==> config.mk <==
export PLATFORM = sky130hd
export DESIGN_NAME = life_sequencer
export DESIGN_NICKNAME = d
export VERILOG_FILES = /design/src/rtl/life_sequencer.sv
export SDC_FILE = /design/constraint.sdc
export NUM_CORES = 1
export LEC_CHECK = 0
export BUFFER_PORTS_ARGS = -buffer_cell sky130_fd_sc_hd__buf_2
export CAP_MARGIN = 20
export CORE_MARGIN = 4
export CORE_UTILIZATION = 58
export CTS_CLUSTER_SIZE = 28
export DETAILED_ROUTE_END_ITERATION = 8
export PLACE_DENSITY = 0.84
export SLEW_MARGIN = 20
export SYNTH_ARGS = -nofsm -noshare
export SYNTH_HDL_FRONTEND = slang
export SYNTH_SLANG_ARGS = --single-unit
==> constraint.sdc <==
create_clock -name clk -period 3.6 [get_ports clk]
set_clock_uncertainty 0.05 [all_clocks]
set_input_delay 0.72 -clock clk [delete_from_list [all_inputs] [get_ports clk]]
set_output_delay 0.72 -clock clk [all_outputs]
set_load 0.01 [all_outputs]
==> src/rtl/life_sequencer.sv <==
// Sequencer for a 4x4 Game-of-Life array: clears, loads a pattern, runs up to
// gens generations and classifies the result. Define LIFE_SEQUENCER_OSC_DETECT_EN for period-2 detection.
module life_sequencer (
    input  logic        clk,
    input  logic        reset,
    input  logic        start,
    input  logic        abort,
    input  logic [15:0] pattern,
    input  logic [7:0]  gens,
    input  logic [15:0] alive,
    output logic        arr_reset,
    output logic [1:0]  arr_row,
    output logic [1:0]  arr_col,
    output logic        arr_val,
    output logic        arr_write_enb,
    output logic        arr_run,
    output logic        busy,
    output logic        done,
    output logic [1:0]  status,
    output logic [7:0]  gen_count
);

    typedef enum logic [2:0] {IDLE, CLEAR, LOAD, SETTLE, RUN, DONE} state_t;

    state_t      state, state_nxt;
    logic [15:0] pat_q;
    logic [7:0]  gens_q;
    logic [3:0]  idx;
    logic [15:0] hist1;
    logic        hit_died, hit_stable, hit_osc;
    logic        run_exit;
    logic [1:0]  status_hit;

`ifdef LIFE_SEQUENCER_OSC_DETECT_EN
    logic [15:0] hist2;
    assign hit_osc = (gen_count >= 8'd2) && (alive == hist2);
`else
    assign hit_osc = 1'b0;
`endif

    assign hit_died   = (alive == 16'h0000);
    assign hit_stable = (gen_count >= 8'd1) && (alive == hist1);
    assign run_exit   = hit_died || hit_stable || hit_osc || (gen_count == gens_q);

    // Priority: died, then stable, then oscillator; no hit means limit reached.
    always_comb begin
        status_hit = 2'b00;
        if (hit_died)        status_hit = 2'b01;
        else if (hit_stable) status_hit = 2'b10;
        else if (hit_osc)    status_hit = 2'b11;
    end

    always_comb begin
        state_nxt     = state;
        arr_reset     = 1'b0;
        arr_row       = 2'b00;
        arr_col       = 2'b00;
        arr_val       = 1'b0;
        arr_write_enb = 1'b0;
        arr_run       = 1'b0;
        done          = 1'b0;
        busy          = (state != IDLE);
        case (state)
            IDLE:   if (start && !abort) state_nxt = CLEAR;
            CLEAR: begin
                arr_reset = 1'b1;
                state_nxt = LOAD;
            end
            LOAD: begin
                arr_write_enb = 1'b1;
                arr_row       = idx[3:2];
                arr_col       = idx[1:0];
                arr_val       = pat_q[idx];
                if (idx == 4'd15) state_nxt = SETTLE;
            end
            SETTLE: state_nxt = RUN;
            RUN: begin
                // Exit cycle keeps arr_run low so the grid freezes on the evaluated generation.
                if (run_exit) state_nxt = DONE;
                else          arr_run   = 1'b1;
            end
            DONE: begin
                done      = 1'b1;
                state_nxt = IDLE;
            end
            default: state_nxt = IDLE;
        endcase
        if (abort && state != IDLE) begin
            state_nxt     = IDLE;
            arr_reset     = 1'b0;
            arr_write_enb = 1'b0;
            arr_run       = 1'b0;
            done          = 1'b0;
        end
    end

    always_ff @(posedge clk or posedge reset) begin
        if (reset) begin
            state     <= IDLE;
            pat_q     <= '0;
            gens_q    <= '0;
            idx       <= '0;
            hist1     <= '0;
`ifdef LIFE_SEQUENCER_OSC_DETECT_EN
            hist2     <= '0;
`endif
            status    <= 2'b00;
            gen_count <= '0;
        end else begin
            state <= state_nxt;
            if (abort && state != IDLE) begin
                status <= 2'b00;
            end else begin
                case (state)
                    IDLE: if (start && !abort) begin
                        pat_q     <= pattern;
                        gens_q    <= gens;
                        gen_count <= '0;
                        status    <= 2'b00;
                        idx       <= '0;
                        hist1     <= '0;
`ifdef LIFE_SEQUENCER_OSC_DETECT_EN
                        hist2     <= '0;
`endif
                    end
                    LOAD: idx <= idx + 4'd1;
                    RUN: begin
                        if (run_exit) begin
                            status <= status_hit;
                        end else begin
                            gen_count <= gen_count + 8'd1;
                            hist1     <= alive;
`ifdef LIFE_SEQUENCER_OSC_DETECT_EN
                            hist2     <= hist1;
`endif
                        end
                    end
                    default: ;
                endcase
            end
        end
    end

endmodule

# Word-level counts from Yosys, hierarchy flattened
# Index checks and enable logic that the tools add are counted.
[op_classes] addsub=2 n_lt_le_gt_ge=2 eq_ne=13 n_mux=33 bitwise=1 n_reduce_logical=17
[op_table] operator="2-to-1 mux 16 bit" n=2
[op_table] operator="one-hot mux 16 bit (2 select lines)" n=1
[op_table] operator="equality test 16 bit" n=1
[op_table] operator="logical NOT 16 bit" n=1
[op_table] operator="2-to-1 mux 8 bit" n=2
[op_table] operator="one-hot mux 8 bit (2 select lines)" n=1
[op_table] operator="one-hot mux 3 bit (5 select lines)" n=1
[op_table] operator="2-to-1 mux 2 bit" n=7
[op_table] operator="2-to-1 mux 3 bit" n=4
[op_table] operator="AND reduction 3 bit" n=4
[op_table] operator="2-to-1 mux 1 bit" n=11
[op_table] operator="inequality test 3 bit (second input constant)" n=3
[op_table] operator="adder 8 x 1 -> 8 bit (second input constant)" n=1
[op_table] operator="equality test 8 bit" n=1
[op_table] operator="greater-or-equal comparator 8 x 1 -> 1 bit (second input constant)" n=1
[op_table] operator="one-hot mux 4 bit (2 select lines)" n=1
[op_table] operator="equality test 3 x 2 -> 1 bit (second input constant)" n=2
[op_table] operator="equality test 3 bit (second input constant)" n=2
[op_table] operator="nonzero test 3 bit" n=2
[op_table] operator="< comparator 4 x 5 -> 1 bit (second input constant)" n=1
[op_table] operator="adder 4 x 1 -> 4 bit (second input constant)" n=1
[op_table] operator="binary-select mux 1 bit (select 4 bit)" n=1
[op_table] operator="equality test 4 bit (second input constant)" n=1
[op_table] operator="2-to-1 mux 4 bit" n=1
[op_table] operator="10 further kinds" n=15
[word_totals] regBits=57 input_bits=44 output_inout_bits=20

# Longest topological paths before layout
# Gate-level depths: netlist of the first run.
[depth] word_depth=7 ltp_mapped=10 ltp_nobuf=7

# Worst setup path after synthesis of the first run
# OpenSTA, ideal clock, no wires.
[synth_path] path_type="register to output" start="reg idx[0]" end="out arr_val" arrival_ps=1814 t_required_ps=2830 path_slack_ps=1016 path_stages_with_launch=5 path_cell_list="dfrtp_1 clkbuf_1 mux4_2 mux4_2 and2_1"
[synth_between] elab_chain_len=3
[synth_rtl] element="from (decl)" line_no="28" rtl="logic [3:0] idx;"
[synth_rtl] element="from (signal assigned)" line_no="126" rtl="LOAD: idx <= idx + 4'd1;"
[synth_rtl] element="binary-select mux 1 bit (select 4 bit)" line_no="73" rtl="arr_val = pat_q[idx];"
[synth_rtl] element="2-to-1 mux 1 bit (not written as such)" line_no="73"
[synth_rtl] element="2-to-1 mux 1 bit" line_no="63" rtl="case (state)"
[synth_rtl] element="to (decl)" line_no="14" rtl="output logic arr_val,"
# No other way between the ends. The select of a mux whose other input is x is not followed.

# Worst setup path in the final report of the first run
# Ends and elaborated chain as after synthesis.

==> results of run 1 <==
metrics by stage:
| stage | setup slack, ps | hold slack, ps |
|---|---|---|
| after floorplan | 1020 | 390 |
| after global placement | 839 | 404 |
| after detailed placement | 801 | 407 |
| after CTS | 565 | 374 |
| after global routing | 489 | 413 |
| final | 604 | 367 |
worst min path at each step:
stage	from	to	slack, ps	cells after the start
detailed placement	pat_q[11]	pat_q[11]	410	2
finish	reset	state[2]	370	2
CTS	reset	state[0]	370	2
global placement	pat_q[14]	pat_q[14]	400	2
floorplan	pat_q[10]	pat_q[10]	390	2
global route	reset	state[1]	410	2
cells by family (layout without fill, tap and decap cells):
kind of cell,after synthesis,in the layout,share of synthesized area
AOI/OAI and AO/OA,39,39,0.105
DFF,57,57,0.488
muxes,7,7,0.0458
buffers and inverters,20,87,0.0368
xor gates and xnor gates,27,27,0.0809
adders and majority gates,4,4,0.0171
and+or+nand+nor,140,140,0.226
area by class of cell:
cell class | instances | area (sq um) | share of cell area
Timing Repair Buffer | 67 | 345 | 0.0994
Multi-Input combinational cell | 217 | 1390 | 0.399
Clock buffer | 13 | 179 | 0.0515
Inverter | 5 | 18.8 | 0.00540
Sequential cell | 57 | 1430 | 0.410
Tap cell | 67 | 83.8 | 0.0241
Clock inverter | 2 | 35.0 | 0.0101
placed cells by master (no fill, tap or decap), drive strengths merged, types with 5 or more instances in the layout:
master | synthesis | final
clkbuf | 4 | 13
nor2 | 9 | 9
and2 | 7 | 7
xnor2 | 25 | 25
a22o | 17 | 17
inv | 5 | 5
nand2 | 88 | 88
mux4 | 5 | 5
dfrtp | 57 | 57
o21ai | 7 | 7
nor4 | 10 | 10
nand4 | 8 | 8
buf | 11 | 67
worst max-delay path: stages (launching register included):
cell	delay, ps
sky130_fd_sc_hd__dfrtp_1	570
sky130_fd_sc_hd__mux4_2	560
sky130_fd_sc_hd__mux4_2	460
sky130_fd_sc_hd__and2_1	160
sky130_fd_sc_hd__buf_2	130
sequential cells by signal (all words and copies together) (netlist names):
signal / count
idx: 4
status: 2
hist1: 16
gens_q: 8
pat_q: 16
state: 3
gen_count: 8
power breakdown:
group          switching (mW)  internal (mW)  total [mW]
sequential              0.102          0.758       0.860
combinational           0.187          0.198       0.385
clock                   0.248          0.390       0.638
metal layers:
metal  track usage  up-vias  part of all wire
li1              -     1151                 -
met3        0.0601       12             0.063
met1         0.316     1146              0.43
met5             0        -                 0
met2         0.359       81              0.48
met4         0.113        0             0.023
==> results summary, run 1 <==
The routed layout has between 2000 and 2500 vias. The fraction of post-synthesis cell area in the top cell type by area came out at 0.488. The post-detailed-routing wire length came out at 6.46 mm. The clock root buffer master is sky130_fd_sc_hd__clkbuf_8. The number of buffers created by CTS came out at 9. Counting every instance in the synthesized netlist gives ~290.

The count of distinct cell types in the synthesized netlist came out at 44. Among all flip-flop cells after synthesis, the most frequent one is sky130_fd_sc_hd__dfrtp_1. The total of cells resized after clock tree synthesis is 0. The post-layout minimum cycle time is between 2000 and 3000 ps. The endpoint of the worst register-to-register path is gen_count[0]. Summed over all layers, the global routing overflow is 0. The number of cells on the worst reg-to-reg path came out at 7. The area enclosed by the die boundary is about 0.0062 sq mm. The average wire per cell in the routed design came out at 15.1 um. The cell accounting for the most synthesized area is sky130_fd_sc_hd__dfrtp_1. The y dimension of the die came out at 79.0 um. The maximum clock rate is around 0.33 GHz. The required time at the worst-slack endpoint came out at about 2800 ps.

The setup path with the least slack is of type flop to primary output. The overall track demand over capacity in global routing is 0.236. The initialized floorplan defines 25 standard-cell rows. The capturing element of the worst setup path is arr_val.

The core region is 0.00479 sq mm. The clock reaches the later pin of the worst-skew pair after between 300 and 400 ps. The H-tree level count came out at 3. The die is ~79 um wide. For this design the ratio of total power to cell area is between 500 and 600 mW/mm^2. The global-route wire length before repair is 11.4 mm. In this run the worst path has a maximum fanout of 9. The global placer's final weighted congestion is ~0.82.

Clock-pin slew was measured on the worst setup and hold paths at 60 ps. Setup repair after global routing left no endpoint under its margin. STA classifies the critical path startpoint as a flop. For this run, asynchronously set or reset flops after synthesis account for 1.00. The setup TNS after final layout is 0 ps.

The path class of the tightest hold or removal check is input pin to asynchronous set/reset pin. Counting instances in the post-synthesis netlist gives the leading cell types as sky130_fd_sc_hd__nand2_1, sky130_fd_sc_hd__dfrtp_1, sky130_fd_sc_hd__xnor2_1. The element type at the critical path end is a primary output. Measured on the finished design, the core utilization comes to 0.726. After synthesis the cells add up to 0.00292 sq mm. For this run, the number of standard cells in the final layout without fillers is 428. The via count of the first global-routing pass is between 2000 and 2500.

The remaining antenna violation count came out at 0. The number of inserted diodes came out at 0. The maximum ir drop on the vdd rail is ~370 uV. The starting DRC count in detailed routing is roughly 110. The number of hold violations in the final report came out at 0. The number of slew-limit violations in the final report came out at 0. The Yosys step of the flow raised 0 warnings.

The portion of the post-synthesis area used by sequential elements is 0.488. The number of remaining DRC errors is 0. The clock tree buffer depth is 2. The total number of nets in the final design is 405. When the netlist entered floorplanning its net count stood at 342.

The number of flops mapped to enable cells by yosys came out at 0. The placed instance area came out at between 0.003 and 0.004 sq mm. The final non-filler cell area came out at approximately 0.0035 sq mm. The final HPWL from detailed placement is roughly 4.4 mm. Among all cell types in the netlist, the one instantiated most often is sky130_fd_sc_hd__nand2_1.

Dividing the final minimum period by the clock period gives 0.832. The timing startpoint of the critical path is idx[0]. The number of placed I/O pins is 64. The clock sink total came out at 57. In this run the static leakage power is about 1.7 nW. The maximum number of pins on one net before global-route repair came out at 33. The critical path arrival is approximately 2200 ps. The layout filler cell count is around 360. The total iterations of the first detailed-routing run came out at 4.

The average instance area after synthesis is just under 10 sq um. The run finished with clean final reports. Counting tap cells, the placed design contains a total of 413 instances. Power comes to between 1.5 and 2 mW. The number of hold buffers added after cts came out at 0. The count of buffers added by post-CTS timing repair for setup came out at 0. The count of input and output buffers came out at 63.

In this run the tightest slew margin relative to its limit is 0.488. The initial antenna violation count is 0. For the pin with the worst max-slew slack, the measured transition is ~760 ps. The worst register-to-register path begins at gen_count[0]. The total of endpoints with negative setup slack in the final report is 0. The fraction of layout instances using a drive strength above 1 is 0.263. The area added between synthesis and finish came out at 19.0%. The CTS tree is yes. For this configuration, the core starts out at a cell density of 0.610. The number of violations of the max-capacitance limit came out at 0. Using the TritonRoute via totals, the vias-per-cell ratio works out to around 5.6. The minimum setup slack among reg-to-reg paths is 1120 ps. The flip-flop and latch count after synthesis came out at 57. After synthesis, the cell types taking the most area are sky130_fd_sc_hd__dfrtp_1, sky130_fd_sc_hd__nand2_1, sky130_fd_sc_hd__xnor2_1.
(Power assumes the default switching activity.)
==> run 2, diff against run 1 <==
Settings changed: CORE_UTILIZATION 58 to 54, PLACE_DENSITY 0.84 to 0.79.
Clock period 3.6 ns to 2.9 ns, I/O delays scaled along.
==> results summary, run 2 (synthesis results as in run 1) <==
The critical path arrival came out at 2120 ps (was 2230 ps). The footprint of the multi-input gates was 0.00139 sq mm (unchanged). The clock tree buffer depth is 2 (unchanged). The type of origin of the critical path is a flop (unchanged).

The initial antenna violation count came to 0 (unchanged). The element type at the critical path end is a primary output (unchanged). The clock sink total is 57 (unchanged).

The number of buffers created by CTS came out at 9 (unchanged). The via count of the first global-routing pass is 2233 (was 2407). The overall track demand over capacity in global routing came to 0.217 (was 0.236).

The combined flip-flop and latch cell area came to 0.00143 sq mm (about the same). The standard-cell row count came out at 26 (was 25). The number of inserted diodes is 0 (unchanged). Run status: finished clean (unchanged). The average vias per placed instance is 5.48 (was 5.58). The maximum ir drop on the vdd rail came to 368 uV (about the same).

The count of input and output buffers is 63 (unchanged). The required time at the worst-slack endpoint came out at 2270 ps (was 2830 ps). The maximum clock rate came out at roughly 0.36 GHz. The worst-margin pin slew came out at 730 ps (was 765 ps).

The y dimension of the die is 81.6 um (was 79.0 um). The critical path start-end classification is flop to primary output (unchanged). The post-layout total power is 2.35 mW (was 1.88 mW). The number of remaining DRC errors came out at 0 (unchanged). The total of endpoints with negative setup slack in the final report came out at 0 (unchanged). The number of slew-limit violations in the final report was 0 (unchanged). The ratio of total power to cell area is 671 mW/mm^2 (was 542 mW/mm^2). The maximum fanout count along the critical path came to 9 (unchanged). CP Cell Sequence: mux4_2, mux4_2, and2_1, buf_2 (unchanged). The number of placed I/O pins came out at 64 (unchanged). The post-layout minimum cycle time came out at 2750 ps. The leakage power of the design is 1.72 nW (was 1.71 nW). The starting density of the core was 0.565 (was 0.610). The count of buffers added by post-CTS timing repair for setup is 0 (unchanged).

The most common library cell in the layout ignoring fill and taps is sky130_fd_sc_hd__nand2_1 (unchanged). The H-tree level count came to 3 (unchanged). The total iterations of the first detailed-routing run came to 4 (unchanged). The area added between synthesis and finish came out at 19.7% (was 19.0%). The remaining antenna violation count came out at 0 (unchanged).

The fraction of layout instances using a drive strength above 1 came to 0.268 (was 0.263). The final clock period utilization by the worst path came out at 0.947. The final HPWL from detailed placement is 4.63 mm (was 4.36 mm). The clock network latency to the later pin of the worst-skew pair came out at 340 ps (about the same). The number of violations of the max-capacitance limit came out at 0 (unchanged). The global placer's final weighted congestion is 0.854 (was 0.823). The width of the die is 81.6 um (was 79.0 um). The maximum cell stage delay along the critical path came out at 530 ps (was 570 ps). The floorplan core area is 0.00517 sq mm (was 0.00479 sq mm).

Setup repair after global routing missed its margin: false (unchanged). The total overflow reported by the global router is 0 (unchanged). The average wire per cell in the routed design came out at 15.0 um (was 15.1 um).

The number of hold violations in the final report is 0 (unchanged). The layout filler cell count came out at 417 (was 364). The setup TNS after final layout was 0 ps (unchanged). The clock root buffer master is sky130_fd_sc_hd__clkbuf_8 (unchanged). Largest registers: hist1 x16, pat_q x16 (unchanged). The area enclosed by the die boundary is 0.00665 sq mm (was 0.00624 sq mm). The number of hold buffers added after cts is 0 (unchanged). The total number of nets in the final design came out at 408 (was 405). The clock input transition at the sequential cells of the worst setup and hold paths is 70 ps (was 60 ps). The worst slew margin relative to its limit came out at 0.511 (was 0.488).

The maximum number of pins on one net before global-route repair is 29 (was 33). The CTS tree is yes (unchanged). The placed instance area is 0.00329 sq mm (was 0.00326 sq mm). Most frequent cells in the layout: sky130_fd_sc_hd__nand2_1, sky130_fd_sc_hd__buf_2, sky130_fd_sc_hd__dfrtp_1 (unchanged). The master of the slowest instance on the critical path is sky130_fd_sc_hd__mux4_2 (was sky130_fd_sc_hd__dfrtp_1). The global-route wire length before repair was 10.8 mm (was 11.4 mm). The total number of vias came out at 2385 (was 2390). The post-detailed-routing wire length is 6.51 mm (was 6.46 mm). The starting DRC count in detailed routing is 139 (was 105).

The total of cells resized after clock tree synthesis came out at 0 (unchanged). The final non-filler cell area came out at 0.00350 sq mm (was 0.00348 sq mm). The most used cell along the critical path is sky130_fd_sc_hd__mux4_2 (unchanged). The worst hold-check path type was input pin to asynchronous set/reset pin (unchanged).
==> run 2: changes by cell type in the layout (fill, tap and decap cells not counted) <==
cell                       before  now
sky130_fd_sc_hd__buf_4          4    7
sky130_fd_sc_hd__clkbuf_1       0    2
sky130_fd_sc_hd__clkbuf_8      13   12
sky130_fd_sc_hd__dfrtp_1       57   56
sky130_fd_sc_hd__dfrtp_2        0    1
==> run 2: per-layer routing <==
metal / vias to the layer above / global-route usage / part of all wire / routed length [um]
li1: 1155 / - / - / -
met1: 1153 / 0.316 / 0.48 / 3140
met2: 67 / 0.311 / 0.44 / 2850
met3: 10 / 0.0559 / 0.063 / 411
met4: 0 / 0.0811 / 0.015 / 99
met5: - / 0 / 0 / 0
==> run 2: stage by stage <==
stage | util | hold WS, ps | std cells | setup slack [ps]
floorplan | - | 390 | 294 | 456
global placement | 0.636 | 413 | 419 | 445
detailed placement | 0.636 | 413 | 419 | 363
CTS | 0.676 | 141 | 435 | 4.46
global route | 0.676 | 161 | 435 | 54.0
finish | 0.676 | 142 | 435 | 154
==> run 2: final timing paths <==
check	from	endpoint	slack [ps]	depth (start not counted)
max	idx[0]	arr_val	150	4
min	reset	pat_q[4]	140	2
max reg2reg	gen_count[1]	hist1[2]	640	8
min reg2reg	pat_q[0]	pat_q[0]	430	2
max in group asynchronous	reset	gens_q[5]	2040	3
min in group clk	pattern[10]	pat_q[10]	380	3
==> run 2: layout make-up <==
cell class	instances	share of cell area
clock inverters	2	0.0100
multi-input cells	217	0.397
repair buffers	70	0.105
flip-flops and latches	57	0.408
inverters	5	0.00537
clock buffers	14	0.0494
well taps	70	0.0250
==> run 2: worst max-delay path: cells and delay by family (launching register included) <==
kind | cells | cell delay [ps]
multiplexers | 2 | 990
flip-flops | 1 | 490
AND/OR/NAND/NOR | 1 | 170
buffers and inverters | 1 | 130
==> run 2: power breakdown <==
| group | internal [mW] | switching [mW] |
|---|---|---|
| Combinational | 0.251 | 0.241 |
| Sequential | 0.943 | 0.134 |
| Clock | 0.467 | 0.312 |
| Total | 1.66 | 0.687 |
